[src/rtl/jesd204b_tx_pkg.sv]
// Shared constants, link state encoding and the ILAS octet generator
// for the JESD204B transmit link layer.
package jesd204b_tx_pkg;

  localparam logic [7:0] K28_5 = 8'hBC;  // /K/ code group (CGS)
  localparam logic [7:0] K28_0 = 8'h1C;  // /R/ multiframe start
  localparam logic [7:0] K28_3 = 8'h7C;  // /A/ multiframe end
  localparam logic [7:0] K28_4 = 8'h9C;  // /Q/ config data follows
  localparam int ILAS_MF = 4;

  typedef enum logic [1:0] {
    ST_RESET = 2'd0,
    ST_CGS   = 2'd1,
    ST_ILAS  = 2'd2,
    ST_DATA  = 2'd3
  } tx_state_e;

  // Returns {charisk, octet} for octet o of ILAS multiframe mf.
  // cfg must already hold this lane's LID and FCHK.
  function automatic logic [8:0] ilas_octet(input logic [15:0]  o,
                                            input logic [15:0]  o_last,
                                            input logic [1:0]   mf,
                                            input logic [111:0] cfg);
    logic [3:0] ci;
    ci = o[3:0] - 4'd2;
    if (o == 16'd0)                        return {1'b1, K28_0};
    else if (o == o_last)                  return {1'b1, K28_3};
    else if (mf == 2'd1 && o == 16'd1)     return {1'b1, K28_4};
    else if (mf == 2'd1 && o < 16'd16)     return {1'b0, cfg[{ci, 3'b000} +: 8]};
    else                                   return {1'b0, o[7:0]};
  endfunction

endpackage

[src/rtl/jesd204b_tx_lmfc.sv]
// SYSREF synchroniser with rising-edge detect and the LMFC beat counter.
// beat_nxt is the value the counter takes at the coming clock edge.
module jesd204b_tx_lmfc
  import jesd204b_tx_pkg::*;
#(
  parameter int BEATS = 32,
  parameter int BW    = 5
) (
  input  logic          clk_i,
  input  logic          rst_i,
  input  logic          sysref_i,
  output logic [BW-1:0] beat_nxt,
  output logic          sysref_edge,
  output logic          lmfc_clk_o
);

  // [0],[1] synchroniser stages, [2] previous synchronised value
  logic [2:0]    sysref_sr;
  logic [BW-1:0] beat;

  always_ff @(posedge clk_i or posedge rst_i) begin
    if (rst_i) begin
      sysref_sr   <= '0;
      sysref_edge <= 1'b0;
      beat        <= '0;
      lmfc_clk_o  <= 1'b0;
    end else begin
      sysref_sr   <= {sysref_sr[1:0], sysref_i};
      sysref_edge <= sysref_sr[1] & ~sysref_sr[2];
      beat        <= beat_nxt;
      lmfc_clk_o  <= (beat_nxt == '0);
    end
  end

  always_comb begin
    beat_nxt = beat + BW'(1);
    if (sysref_edge || beat == BW'(BEATS - 1)) beat_nxt = '0;
  end

endmodule

[src/rtl/jesd204b_tx_link.sv]
// JESD204B TX link layer: CGS, 4-multiframe ILAS and user data on L lanes,
// 4 octets per lane per clock, first octet in time at bits [7:0] of a lane.
module jesd204b_tx_link
  import jesd204b_tx_pkg::*;
#(
  parameter int L          = 2,
  parameter int DATA_WIDTH = 32,
  parameter int F          = 4,
  parameter int K          = 32
) (
  input  logic                    clk_i,
  input  logic                    rst_i,
  input  logic                    sysref_i,
  input  logic                    sync_ni,
  input  logic                    gtx_ready_i,
  input  logic [111:0]            cfg_octets_i,
  input  logic [DATA_WIDTH*L-1:0] tx_data_i,
  output logic                    tx_ready_o,
  output logic [DATA_WIDTH*L-1:0] gtx_data_o,
  output logic [4*L-1:0]          gtx_charisk_o,
  output logic                    lmfc_clk_o,
  output logic [1:0]              state_o
);

  localparam int OCTETS_MF = F * K;
  localparam int BEATS     = OCTETS_MF / 4;
  localparam int BW        = (BEATS > 1) ? $clog2(BEATS) : 1;

  tx_state_e             state, state_nxt;
  logic [1:0]            mf, mf_nxt;
  logic                  sync_m, sync_s, sync_lo_q;
  logic                  resync;
  logic [BW-1:0]         beat_nxt;
  logic                  sysref_edge;
  logic [DATA_WIDTH*L-1:0] ilas_data;
  logic [4*L-1:0]        ilas_k;

  jesd204b_tx_lmfc #(.BEATS(BEATS), .BW(BW)) u_lmfc (
    .clk_i       (clk_i),
    .rst_i       (rst_i),
    .sysref_i    (sysref_i),
    .beat_nxt    (beat_nxt),
    .sysref_edge (sysref_edge),
    .lmfc_clk_o  (lmfc_clk_o)
  );

  assign state_o = state;

  // SYNC~ resets to 0 so a fresh link always starts by requesting sync
  always_ff @(posedge clk_i or posedge rst_i) begin
    if (rst_i) begin
      sync_m    <= 1'b0;
      sync_s    <= 1'b0;
      sync_lo_q <= 1'b1;
    end else begin
      sync_m    <= sync_ni;
      sync_s    <= sync_m;
      sync_lo_q <= ~sync_s;
    end
  end

  assign resync = ~sync_s & sync_lo_q & (state == ST_ILAS || state == ST_DATA);

  always_ff @(posedge clk_i or posedge rst_i) begin
    if (rst_i) begin
      state <= ST_RESET;
      mf    <= '0;
    end else begin
      state <= state_nxt;
      mf    <= mf_nxt;
    end
  end

  // Transitions land on the edge where the LMFC counter becomes 0, so the
  // first /R/ and the first user word coincide with lmfc_clk_o.
  always_comb begin
    state_nxt = state;
    mf_nxt    = mf;
    case (state)
      ST_RESET: if (gtx_ready_i) state_nxt = ST_CGS;
      ST_CGS: begin
        if (sync_s && beat_nxt == '0) begin
          state_nxt = ST_ILAS;
          mf_nxt    = '0;
        end
      end
      ST_ILAS: begin
        if (sysref_edge) begin
          mf_nxt = '0;
        end else if (beat_nxt == '0) begin
          if (mf == 2'(ILAS_MF - 1)) state_nxt = ST_DATA;
          else                       mf_nxt    = mf + 2'd1;
        end
      end
      default: ;
    endcase
    if (resync)       state_nxt = ST_CGS;
    if (!gtx_ready_i) state_nxt = ST_RESET;
  end

  for (genvar l = 0; l < L; l++) begin : g_lane
    logic [111:0] cfg_lid;
    logic [111:0] cfg_lane;
    logic [7:0]   fchk;

    always_comb begin
      cfg_lid        = cfg_octets_i;
      cfg_lid[28:24] = 5'(l);
      fchk           = '0;
      for (int n = 0; n < 13; n++) fchk = fchk + cfg_lid[8*n +: 8];
    end

    assign cfg_lane = {fchk, cfg_lid[103:0]};

    for (genvar j = 0; j < 4; j++) begin : g_oct
      logic [8:0] ko;
      assign ko = ilas_octet(16'(beat_nxt) * 16'd4 + 16'(j), 16'(OCTETS_MF - 1),
                             mf_nxt, cfg_lane);
      assign ilas_data[DATA_WIDTH*l + 8*j +: 8] = ko[7:0];
      assign ilas_k[4*l + j]                    = ko[8];
    end
  end

  // tx_ready_o is high in every cycle whose gtx_data_o carries user data;
  // tx_data_i is taken on each rising edge that enters or stays in DATA.
  always_ff @(posedge clk_i or posedge rst_i) begin
    if (rst_i) begin
      gtx_data_o    <= '0;
      gtx_charisk_o <= '0;
      tx_ready_o    <= 1'b0;
    end else begin
      tx_ready_o <= (state_nxt == ST_DATA);
      case (state_nxt)
        ST_CGS: begin
          gtx_data_o    <= {(DATA_WIDTH*L/8){K28_5}};
          gtx_charisk_o <= '1;
        end
        ST_ILAS: begin
          gtx_data_o    <= ilas_data;
          gtx_charisk_o <= ilas_k;
        end
        ST_DATA: begin
          gtx_data_o    <= tx_data_i;
          gtx_charisk_o <= '0;
        end
        default: begin
          gtx_data_o    <= '0;
          gtx_charisk_o <= '0;
        end
      endcase
    end
  end

endmodule
[config.mk]
export PLATFORM = sky130hd
export DESIGN_NAME = jesd204b_tx_link
export DESIGN_NICKNAME = d
export VERILOG_FILES = /design/src/rtl/jesd204b_tx_pkg.sv /design/src/rtl/jesd204b_tx_lmfc.sv /design/src/rtl/jesd204b_tx_link.sv
export SDC_FILE = /design/constraint.sdc
export NUM_CORES = 1
export LEC_CHECK = 0
export CAP_MARGIN = 25
export CELL_PAD_IN_SITES_DETAIL_PLACEMENT = 1
export CELL_PAD_IN_SITES_GLOBAL_PLACEMENT = 2
export CORE_ASPECT_RATIO = 1.1
export CORE_UTILIZATION = 29
export DETAILED_ROUTE_END_ITERATION = 8
export GPL_TIMING_DRIVEN = 0
export PLACE_DENSITY = 0.95
export SYNTH_ARGS = -nofsm -noshare
export SYNTH_HDL_FRONTEND = slang
export SYNTH_SLANG_ARGS = --single-unit
[constraint.sdc]
create_clock -name clk_i -period 11 [get_ports clk_i]
set_clock_uncertainty 0.1 [all_clocks]
set_input_delay 2.2 -clock clk_i [delete_from_list [all_inputs] [get_ports clk_i]]
set_output_delay 2.2 -clock clk_i [all_outputs]
set_load 0.05 [all_outputs]
==> summary.md, run 1 <==
| Metric | Value |
|---|---|
| Status | `completed` |
| Non-filler instance count after layout | `1440` |
| Mapped Area | `0.007551 mm^2` |
| Initial antenna violation count | `0` |
| Total Routed Length | `31.93 mm` |
| YS warnings | `0` |
| Number of fillers in the final layout | `2973` |
| Die H | `171.2 um` |
| # clock sinks | `86` |
| VDD IR max | `0.2046 mV` |
| Critical path data required time | `11.08 ns` |
| CTS clk-pin slew, worst paths | `0.07 ns` |
| Total GRT Usage | `0.2416` |
| Buf/Inv on CP | `5` |
| Slowest stage cell, crit path | `fa_1` |
| Pin count of the biggest net entering global routing | `69` |
| First-pass GRT wire length | `47.33 mm` |
| Crit. End Element | `flip-flop` |
| Die area | `0.02669 mm^2` |
| Max-slew violations | `0` |
| Core ar. | `0.02542 mm^2` |
| Critical path fanouts, max | `6` |
| Layout cells sized above 1 | `0.04205` |
| CP cell instances | `clkdlybuf4s50_1 -> fa_1 -> ha_1 -> fa_1 -> a211oi_1 -> o21ai_0 -> fa_1 -> inv_1 -> fa_1 -> inv_1 -> fa_1 -> clkbuf_1 -> inv_1 -> ha_1 -> a21oi_1 -> o21a_1 -> nand2_1 -> nor4_1 -> a211oi_1 -> a311oi_1` |
| RSZ-0062 raised after global routing | `no` |
| LEAKAGE | `0.004774 uW` |
| Count of different cell masters after synthesis | `61` |
| Largest cells by area after synthesis | `dfrtp_1 28%, fa_1 19%, a21oi_1 7.2%` |
| Post-route setup TNS | `0 ns` |
| Post-synth top flop | `dfrtp_1` |
| Htree depth | `3` |
| Synthesis-to-layout area growth | `42.29%` |
| Nets | `1386` |
| I/O pin cnt | `257` |
| Max_slew headroom | `0.2811` |
| Register area share after synthesis | `0.2852` |
| Hold Buf Count CTS | `0` |
| Buffer count from post-CTS setup fixing | `0` |
| Post-synth top area cell | `dfrtp_1` |
| Area share of the largest cell type after synthesis | `0.2817` |
| Vias in the first global route | `8021` |
| Die X | `155.9 um` |
| Clock latency on the worst-skew pair | `0.34 ns` |
| Final Wtd Congestion | `0.8802` |
| Fin. Hold Viols | `0` |
| HPWL Detailed | `26.66 mm` |
| Worst path max stage delay | `0.52 ns` |
| Total CTS buffers | `9` |
| Placed cell count | `1424` |
| DR pass1 iterations | `5` |
| Min Clock Period, post-route | `8.010 ns` |
| Top delay family on crit path | `adder cells` |
| Final setup vio count | `0` |
| Longest Clk Path Bufs | `2` |
| Max Clk Rate | `124.8 MHz` |
| Via count | `7317` |
| Cell Pwr Density | `258.1 mW/mm^2` |
| Cells after Synth | `834` |
| Commonest non-fill, non-tap cells in the layout | `243 x clkdlybuf4s50_1, 113 x inv_1, 108 x a21oi_1` |
| Commonest non-fill, non-tap cell in the layout | `clkdlybuf4s50_1` |
| Clock root buffer | `clkbuf_16` |
| Worst hold path type | `reg2reg` |
| Remaining global-route overflow | `0` |
| Initial core utilization | `0.2971` |
| Antenna Cells | `0` |
| Number of synthesized flops with an enable pin | `0` |
| CTS tree | `built` |
| Initial DRC count | `446` |
| Asr flop ratio synth | `1.000` |
| Port bufs | `243` |
| Syn avg cell area | `9.054 um^2` |
| Critical Path Most Common Cell | `fa_1` |
| Antenna Nets Post-Route | `0` |
| Fin crit share | `0.7282` |
| Post-route DRC | `0` |
| Crit path DAT | `8.09 ns` |
| Worst Setup Path Type | `in2reg` |
| Row count | `61` |
| Syn Nets | `1131` |
| Max_cap viols | `0` |
| WL per Instance | `22.18 um` |
| Actual slew at the worst max-slew pin | `1.078 ns` |
| PostCTS Resize Cnt | `0` |
| Startpoint types | `input pin` |
| Vias/cell | `5.081` |
| Synthesis-stage register bit count | `86` |
| Final core occ | `0.4227` |
## cells by family after synthesis
kind of cell    after synthesis  share of synthesized area
compound gates              242                     0.1962
xor+xnor                     35                    0.04606
fa+ha+maj                   117                     0.2661
mux                          12                    0.01624
simple gates                177                     0.1034
buf+inv                     165                    0.08683
flops                        86                     0.2852
## worst reg2reg max path: cells and delay by family, from the launching register on
family / cells / cell delay, ns
compound gates: 4 / 1.26
fa+ha+maj: 4 / 0.95
simple gates: 3 / 0.64
buf+inv: 7 / 3.09
flops: 1 / 0.41
## metal layers
metal,vias to the layer above,track usage,part of all wire,routed length (um)
met4,0,0.09335,0.040,1266
li1,3303,-,-,-
met2,269,0.4245,0.50,16060
met5,-,0,0,0
met3,64,0.04157,0.052,1671
met1,3681,0.2939,0.41,12940
## flip-flops by register name (all words and copies together) (netlist names)
name,flops
gtx_data_o,64
u_lmfc.lmfc_clk_o,1
mf,2
sync_m,1
state_o,2
u_lmfc.sysref_sr,3
u_lmfc.beat,5
u_lmfc.sysref_edge,1
sync_lo_q,1
tx_ready_o,1
gtx_charisk_o,4
sync_s,1
## per-stage QoR
stage                     setup WS [ns]  hold WS (ns)  cell area [um^2]  power [uW]
after floorplan                   4.015        0.2312              7551        1830
after global placement            2.734        0.2327             10420        2386
after detailed placement          2.756        0.2386             10450        2439
after CTS                         3.019        0.2533             10740        2764
after global routing              2.542        0.2539             10740        3003
final                             2.990        0.2523             10740        2773
## final cells by class
cell class                      instances  area [um^2]  area share
Sequential cell                        86         2153      0.2004
Multi-Input combinational cell        583         4742      0.4414
Timing Repair Buffer                  244         2460      0.2289
Inverter                              115        434.2     0.04041
Clock inverter                          7        72.57    0.006754
Clock buffer                            9        225.2     0.02096
Tap cell                              346        432.9     0.04029
Buffer                                 50        224.0     0.02085
## path summary, 6_finish.rpt
path,slack [ns],end,start,cells after the start
min in group asynchronous,2.05,gtx_data_o[0],rst_i,2
setup / recovery,2.99,gtx_data_o[31],cfg_octets_i[1],20
hold reg to reg,0.25,u_lmfc.sysref_sr[1],u_lmfc.sysref_sr[0],0
max in group asynchronous,8.07,sync_lo_q,rst_i,3
hold / removal,0.25,u_lmfc.sysref_sr[1],u_lmfc.sysref_sr[0],0
setup reg to reg,4.48,gtx_data_o[17],u_lmfc.beat[1],18
## cells in the mapped netlist (all sizes together) (6+ instances only)
| library cell | number |
|---|---|
| buf | 20 |
| o21ai | 37 |
| o22ai | 10 |
| mux2i | 10 |
| dfrtp | 85 |
| a21oi | 108 |
| o21a | 7 |
| a21o | 16 |
| nor2b | 8 |
| inv | 115 |
| nand3 | 15 |
| ha | 43 |
| xnor2 | 23 |
| a31oi | 18 |
| xor2 | 9 |
| nor3 | 6 |
| clkbuf | 30 |
| nand2 | 105 |
| nor2 | 20 |
| fa | 73 |
| a211oi | 7 |
## power breakdown
| part | switching [uW] | total [uW] | internal (uW) |
|---|---|---|---|
| logic | 1250 | 2070 | 816 |
| registers | 24.1 | 390 | 366 |
| clock network | 137 | 314 | 177 |
(Power assumes the default switching activity.)
==> inputs of run 2 (changes only) <==
--- a/config.mk
+++ b/config.mk
@@ -9,10 +9,10 @@
 export CELL_PAD_IN_SITES_DETAIL_PLACEMENT = 1
 export CELL_PAD_IN_SITES_GLOBAL_PLACEMENT = 2
 export CORE_ASPECT_RATIO = 1.1
-export CORE_UTILIZATION = 29
+export CORE_UTILIZATION = 24
 export DETAILED_ROUTE_END_ITERATION = 8
 export GPL_TIMING_DRIVEN = 0
-export PLACE_DENSITY = 0.95
+export PLACE_DENSITY = 0.87
 export SYNTH_ARGS = -nofsm -noshare
 export SYNTH_HDL_FRONTEND = slang
 export SYNTH_SLANG_ARGS = --single-unit
==> constraint.sdc (replaced) <==
create_clock -name clk_i -period 6.7 [get_ports clk_i]
set_clock_uncertainty 0.1 [all_clocks]
set_input_delay 1.34 -clock clk_i [delete_from_list [all_inputs] [get_ports clk_i]]
set_output_delay 1.34 -clock clk_i [all_outputs]
set_load 0.05 [all_outputs]
==> run 2 against run 1 <==
Critical path depth up 1. Largest power group unchanged. Final cell count up 4.6%. Clock power up 73%. Utilization down 6.8 points.
==> summary.md, run 2 (same netlist as run 1, synthesis figures left out) <==
| Metric | Value |
|---|---|
| Critical Path Most Common Cell | `fa_1` |
| Total CTS buffers | `9` |
| Area post-placement | `0.01052 mm^2` |
| Critical path fanouts, max | `6` |
| Clock latency on the worst-skew pair | `0.35 ns` |
| Initial core utilization | `0.2461` |
| First-pass GRT wire length | `48.42 mm` |
| Cell Pwr Density | `430.3 mW/mm^2` |
| Row count | `67` |
| Vias in the first global route | `7976` |
| HPWL Detailed | `27.24 mm` |
| Synthesis-to-layout area growth | `44.24%` |
| Htree depth | `3` |
| RR Endpoint | `gtx_data_o[9]` |
| Status | `completed` |
| Antenna Nets Post-Route | `0` |
| CTS clk-pin slew, worst paths | `0.06 ns` |
| Post-route DRC | `0` |
| Commonest non-fill, non-tap cells in the layout | `241 x clkdlybuf4s50_1, 113 x inv_1, 106 x a21oi_1` |
| Longest Clk Path Bufs | `2` |
| Hold Buf Count CTS | `0` |
| Max reg flops | `64` |
| Pin count of the biggest net entering global routing | `49` |
| Layout cells sized above 1 | `0.04945` |
| Actual slew at the worst max-slew pin | `0.8887 ns` |
| Regs by FF count | `gtx_data_o (64), u_lmfc.beat (5), gtx_charisk_o (4)` |
| Final setup vio count | `0` |
| Critical path depth in cells | `21` |
| WL per Instance | `21.66 um` |
| Fin crit share | `0.9882` |
| Reg2Reg Launch Point | `u_lmfc.beat[1]` |
| # clock sinks | `86` |
| Commonest non-fill, non-tap cell in the layout | `clkdlybuf4s50_1` |
| Slowest stage cell, crit path | `fa_1` |
| Total Routed Length | `32.62 mm` |
| RSZ-0062 raised after global routing | `yes` |
| Top delay family on crit path | `adder cells` |
| Crit path DAT | `6.76 ns` |
| Max Clk Rate | `151.0 MHz` |
| Max_slew headroom | `0.4075` |
| Max_cap viols | `0` |
| Remaining global-route overflow | `0` |
| Initial antenna violation count | `1` |
| Initial DRC count | `503` |
| Total GRT Usage | `0.2072` |
| VDD IR max | `0.3211 mV` |
| Via count | `7253` |
| Final Wtd Congestion | `0.8800` |
| Min Clock Period, post-route | `6.621 ns` |
| Nets | `1384` |
| Setup WS post-layout | `0.07907 ns` |
| Worst Setup Path Type | `in2reg` |
| Clock root buffer | `clkbuf_16` |
| Fin. Hold Viols | `0` |
| DR pass1 iterations | `5` |
| Startpoint types | `input pin` |
| Port bufs | `243` |
| CTS tree | `built` |
| Hold path depth | `0` |
| Die X | `171.1 um` |
| Worst path max stage delay | `0.55 ns` |
| Design area | `0.01089 mm^2` |
| Vias/cell | `4.816` |
| Worst hold path type | `reg2reg` |
| I/O pin cnt | `257` |
| Core ar. | `0.03068 mm^2` |
| End point of the critical path | `gtx_data_o[63]` |
| Register bank with the most flops | `gtx_data_o` |
| CP cell instances | `clkdlybuf4s50_1 -> fa_1 -> ha_1 -> a21o_1 -> a21oi_2 -> o21bai_1 -> a21oi_2 -> xnor2_1 -> fa_1 -> inv_1 -> fa_1 -> fa_1 -> inv_1 -> ha_2 -> inv_1 -> a221oi_1 -> a211oi_2 -> xor2_1 -> xnor2_1 -> nand2_1 -> a311oi_4` |
| Die area | `0.03218 mm^2` |
| Critical path data required time | `6.84 ns` |
| CP startpoint | `cfg_octets_i[10]` |
| Crit. End Element | `flip-flop` |
| LEAKAGE | `0.004797 uW` |
| Buf/Inv on CP | `4` |
| Die H | `188.0 um` |
| Pre-CTS setup slack | `-0.6506 ns` |
| Max-slew violations | `0` |
| Reg2Reg Setup Slack | `0.36 ns` |
| R2R cell count | `19` |
| Antenna Cells | `0` |
run 2: changes by cell type in the layout (fill, tap and decap cells not counted), moves of 2 or more:
cell             previous run  this run
a211oi_2                    0         2
a21oi_1                   108       106
a21oi_2                     0         2
a311oi_1                    4         2
clkinvlp_4                  2         0
inv_6                       2         0
clkdlybuf4s50_1           243       241
a211oi_1                    7         5
run 2: stage by stage:
| stage | total power [uW] | util | TNS, ns | hold WS (ns) | cells |
|---|---|---|---|---|---|
| CTS | 4670 | 0.3540 | -0.006851 | 0.2508 | 1506 |
| global placement | 3953 | 0.3423 | -1.348 | 0.2351 | 1491 |
| global route | 5099 | 0.3550 | -0.2938 | 0.2629 | 1506 |
| detailed placement | 4030 | 0.3430 | -1.412 | 0.2358 | 1492 |
| finish | 4686 | 0.3550 | 0 | 0.2556 | 1506 |
| floorplan | 3004 | - | 0 | 0.2312 | 834 |
run 2: worst register-to-register path: cells and delay by family, from the launching register on:
family,cells,cell delay [ns]
buffers and inverters,8,2.91
flip-flops,1,0.42
adder cells (fa/ha/maj),4,1.01
AO/OA/AOI/OAI,2,0.53
AND/OR/NAND/NOR,5,1.28
run 2: repair_timing:
item,4_1_cts,5_1_grt
buffers inserted,0,0
pin swaps,1,3
endpoints found under the setup margin,2,32
gates cloned,0,0
endpoints found under the hold margin,0,0
resized for setup,10,6
run 2: worst min path at each step:
stage	startpoint	end	slack [ns]
after floorplan	sync_m	sync_s	0.23
after global placement	u_lmfc.sysref_sr[0]	u_lmfc.sysref_sr[1]	0.24
after detailed placement	u_lmfc.sysref_sr[0]	u_lmfc.sysref_sr[1]	0.24
after CTS	u_lmfc.sysref_sr[0]	u_lmfc.sysref_sr[1]	0.25
after global routing	u_lmfc.sysref_sr[0]	u_lmfc.sysref_sr[1]	0.26
final	u_lmfc.sysref_sr[0]	u_lmfc.sysref_sr[1]	0.26
run 2: cell type report:
cell class	count	area, um^2
Timing Repair Buffer	244	2454
Clock buffer	12	236.5
Buffer	48	217.7
Inverter	115	434.2
Tap cell	414	518.0
Clock inverter	4	73.82
Sequential cell	86	2153
Multi-Input combinational cell	583	4805
Fill cell	3563	19790
run 2: power breakdown:
| group | leakage (uW) | total [uW] | switching, uW | internal [uW] |
|---|---|---|---|---|
| Clock | 0.000151 | 544 | 217 | 327 |
| Combinational | 0.00353 | 3500 | 2110 | 1390 |
| Sequential | 0.00111 | 642 | 40.3 | 601 |
| Total | 0.00480 | 4690 | 2370 | 2320 |
run 2: per-layer routing:
layer	vias to the layer above	track usage	routed length, um
met3	45	0.04052	1923
met2	247	0.3615	16340
met1	3664	0.2558	13510
met4	2	0.05975	828
li1	3295	-	-
met5	-	0	13
==> inputs of run 3 (changes only) <==
--- a/config.mk
+++ b/config.mk
@@ -15,4 +15,5 @@
 export PLACE_DENSITY = 0.87
 export SYNTH_ARGS = -nofsm -noshare
 export SYNTH_HDL_FRONTEND = slang
+export SYNTH_HIERARCHICAL = 1
 export SYNTH_SLANG_ARGS = --single-unit
==> run 3 against run 2 <==
Combinational power is 8.6% lower. Final area is 2.2% lower. Power decreased by 8.2%. Via count is 8.4% lower. Non-clock buffer count down 4. Area after synthesis is 2.6% lower. Clock-buffer cell count decreased by 1. Utilization increased by 0.14 points. Critical path type unchanged. First-iteration DRC count is 47% lower. Largest cell class unchanged.
==> summary.md, run 3 <==
| Metric | Value |
|---|---|
| CTS tree | `built` |
| Max reg flops | `64` |
| Die H | `185.6 um` |
| Area occupied by multi-input gates | `0.004589 mm^2` |
| I/O pin cnt | `257` |
| Count of different cell masters after synthesis | `57` |
| Total CTS buffers | `9` |
| Number of fillers in the final layout | `3490` |
| Area share of the largest cell type after synthesis | `0.2892` |
| Final core occ | `0.3564` |
| Actual slew at the worst max-slew pin | `1.006 ns` |
| Worst hold path type | `reg2reg` |
| # clock sinks | `86` |
| Cell Pwr Density | `403.8 mW/mm^2` |
| Asr flop ratio synth | `1.000` |
| Max Clk Rate | `154.3 MHz` |
| Hold Buf Count CTS | `0` |
| Die area | `0.03135 mm^2` |
| VDD IR max | `0.3160 mV` |
| Core ar. | `0.02989 mm^2` |
| Via count | `6647` |
| First-pass GRT wire length | `43.79 mm` |
| Crit path DAT | `6.60 ns` |
| Placed cell count | `1436` |
| Pre-CTS setup slack | `-0.5076 ns` |
| Die X | `168.9 um` |
| Synthesis-to-layout area growth | `44.84%` |
| DR pass1 iterations | `4` |
| Clock latency on the worst-skew pair | `0.35 ns` |
| Area post-placement | `0.01033 mm^2` |
| Final setup vio count | `0` |
| Remaining global-route overflow | `0` |
| Vias in the first global route | `7433` |
| Syn Nets | `1081` |
| Crit. End Element | `flip-flop` |
| Fin crit share | `0.9673` |
| Syn avg cell area | `9.382 um^2` |
| Initial core utilization | `0.2461` |
| Most frequent cells after synthesis | `135 x a21oi_1, 117 x inv_1, 85 x dfrtp_1` |
| Min Clock Period, post-route | `6.481 ns` |
| Status | `completed` |
| Startpoint types | `input pin` |
| Non-filler instance count after layout | `1455` |
| Cells after Synth | `784` |
| Number of synthesized flops with an enable pin | `0` |
| Mapped Area | `0.007356 mm^2` |
| Critical path data required time | `6.82 ns` |
| Initial DRC count | `269` |
| Nets | `1337` |
| Top-count cell post-synth | `a21oi_1` |
| Port bufs | `243` |
| Vias/cell | `4.568` |
| Worst Setup Path Type | `in2reg` |
| CTS clk-pin slew, worst paths | `0.07 ns` |
| Commonest non-fill, non-tap cells in the layout | `243 x clkdlybuf4s50_1, 133 x a21oi_1, 116 x inv_1` |
| LEAKAGE | `0.004650 uW` |
| Max-slew violations | `0` |
| Longest Clk Path Bufs | `2` |
| Critical path fanouts, max | `5` |
| Post-route DRC | `0` |
| Max_cap viols | `0` |
| Final Wtd Congestion | `0.8460` |
| Regs by FF count | `gtx_data_o (64), u_lmfc/beat (5), gtx_charisk_o (4)` |
| Post-synth top area cell | `dfrtp_1` |
| WL per Instance | `20.25 um` |
| Htree depth | `3` |
| Initial antenna violation count | `1` |
| Post-synth top flop | `dfrtp_1` |
| Register area share after synthesis | `0.2927` |
| Design area | `0.01065 mm^2` |
| HPWL Detailed | `25.15 mm` |
| Register bank with the most flops | `gtx_data_o` |
| Setup WS post-layout | `0.2190 ns` |
| Row count | `66` |
| Clock root buffer | `clkbuf_16` |
| Reg area | `0.002153 mm^2` |
| Layout cells sized above 1 | `0.06220` |
| Max_slew headroom | `0.3256` |
| Pin count of the biggest net entering global routing | `69` |
| Antenna Nets Post-Route | `0` |
| Commonest non-fill, non-tap cell in the layout | `clkdlybuf4s50_1` |
| Largest cells by area after synthesis | `dfrtp_1 29%, fa_1 20%, a21oi_1 9.2%` |
| Synthesis-stage register bit count | `86` |
| YS warnings | `6` |
| Total GRT Usage | `0.1917` |
| Post-route setup TNS | `0 ns` |
| Fin. Hold Viols | `0` |
| Total Routed Length | `29.47 mm` |
[run 3: changes by cell type in the layout (fill, tap and decap cells not counted), sizes merged, moves of 11 or more]
cell	before	now
nor2	20	43
nand2	105	77
a21oi	108	138
a31oi	18	5
o21ai	37	26
nand3	15	2
[run 3: metrics by stage]
step                      total power (uW)  hold slack [ns]
after CTS                             4317           0.2776
after global routing                  4707           0.2891
final                                 4302           0.2723
after floorplan                       2913           0.2312
after detailed placement              3804           0.2465
after global placement                3721           0.2386
[run 3: path summary, 6_finish.rpt]
check                      slack (ns)       startpoint              to  cells past startpoint
max in group asynchronous        4.74            rst_i   gtx_data_o[6]                      3
hold reg to reg                  0.27           sync_m          sync_s                      0
hold / removal                   0.27           sync_m          sync_s                      0
setup reg to reg                 0.62   u_lmfc/beat[0]  gtx_data_o[59]                     23
min in group asynchronous        1.18            rst_i  gtx_data_o[24]                      2
setup / recovery                 0.22  cfg_octets_i[1]  gtx_data_o[30]                     23
[run 3: layer usage]
| layer | part of all wire | GRT usage | vias to the layer above |
|---|---|---|---|
| li1 | - | - | 3071 |
| met1 | 0.39 | 0.2188 | 3329 |
| met2 | 0.52 | 0.3463 | 196 |
| met3 | 0.047 | 0.03508 | 51 |
| met4 | 0.040 | 0.08945 | 0 |
| met5 | 0 | 0 | - |
[run 3: report_power, final]
part	switching (uW)	leakage, uW	internal [uW]
Combinational	1830	0.00340	1370
Clock	219	0.000133	266
Sequential	29.3	0.00111	591
Total	2080	0.00465	2230
[run 3: cell type report]
| type | instances | area share |
|---|---|---|
| inverter | 118 | 0.04181 |
| buffer | 43 | 0.01867 |
| timing repair buffer | 245 | 0.2316 |
| multi-input combinational | 537 | 0.4308 |
| antenna | 2 | 0.0004698 |
| tap | 408 | 0.04792 |
| clock inverter | 5 | 0.003876 |
| clock buffer | 11 | 0.02278 |
| sequential | 86 | 0.2021 |
[run 3: logic make-up after synthesis]
group	share of synthesized area
buf+inv	0.08726
fa+ha+maj	0.2745
compound gates	0.1594
xor+xnor	0.04814
flops	0.2927
simple gates	0.08998
mux	0.04797
[run 3: worst max-delay path, stage by stage]
cell and delay [ns]:
clkdlybuf4s50_1 0.49, inv_1 0.07, fa_1 0.53, inv_1 0.04, ha_1 0.22, fa_1 0.45, a21oi_2 0.21, nor2_1 0.08
nor2_1 0.11, xnor2_1 0.15, fa_1 0.46, fa_1 0.49, inv_1 0.06, fa_2 0.64, inv_1 0.07, ha_1 0.29
a21oi_1 0.18, xor2_1 0.16, o21ai_0 0.10, a21oi_1 0.21, nor2_2 0.09, a21oi_1 0.13, nor2_1 0.05
[run 3: repair_timing]
item                       4_1_cts  5_1_grt
setup buffers                    0        1
gates resized for setup          3        4
gates cloned                     0        0
pin swaps                        0        5
setup endpoints to repair        2        3
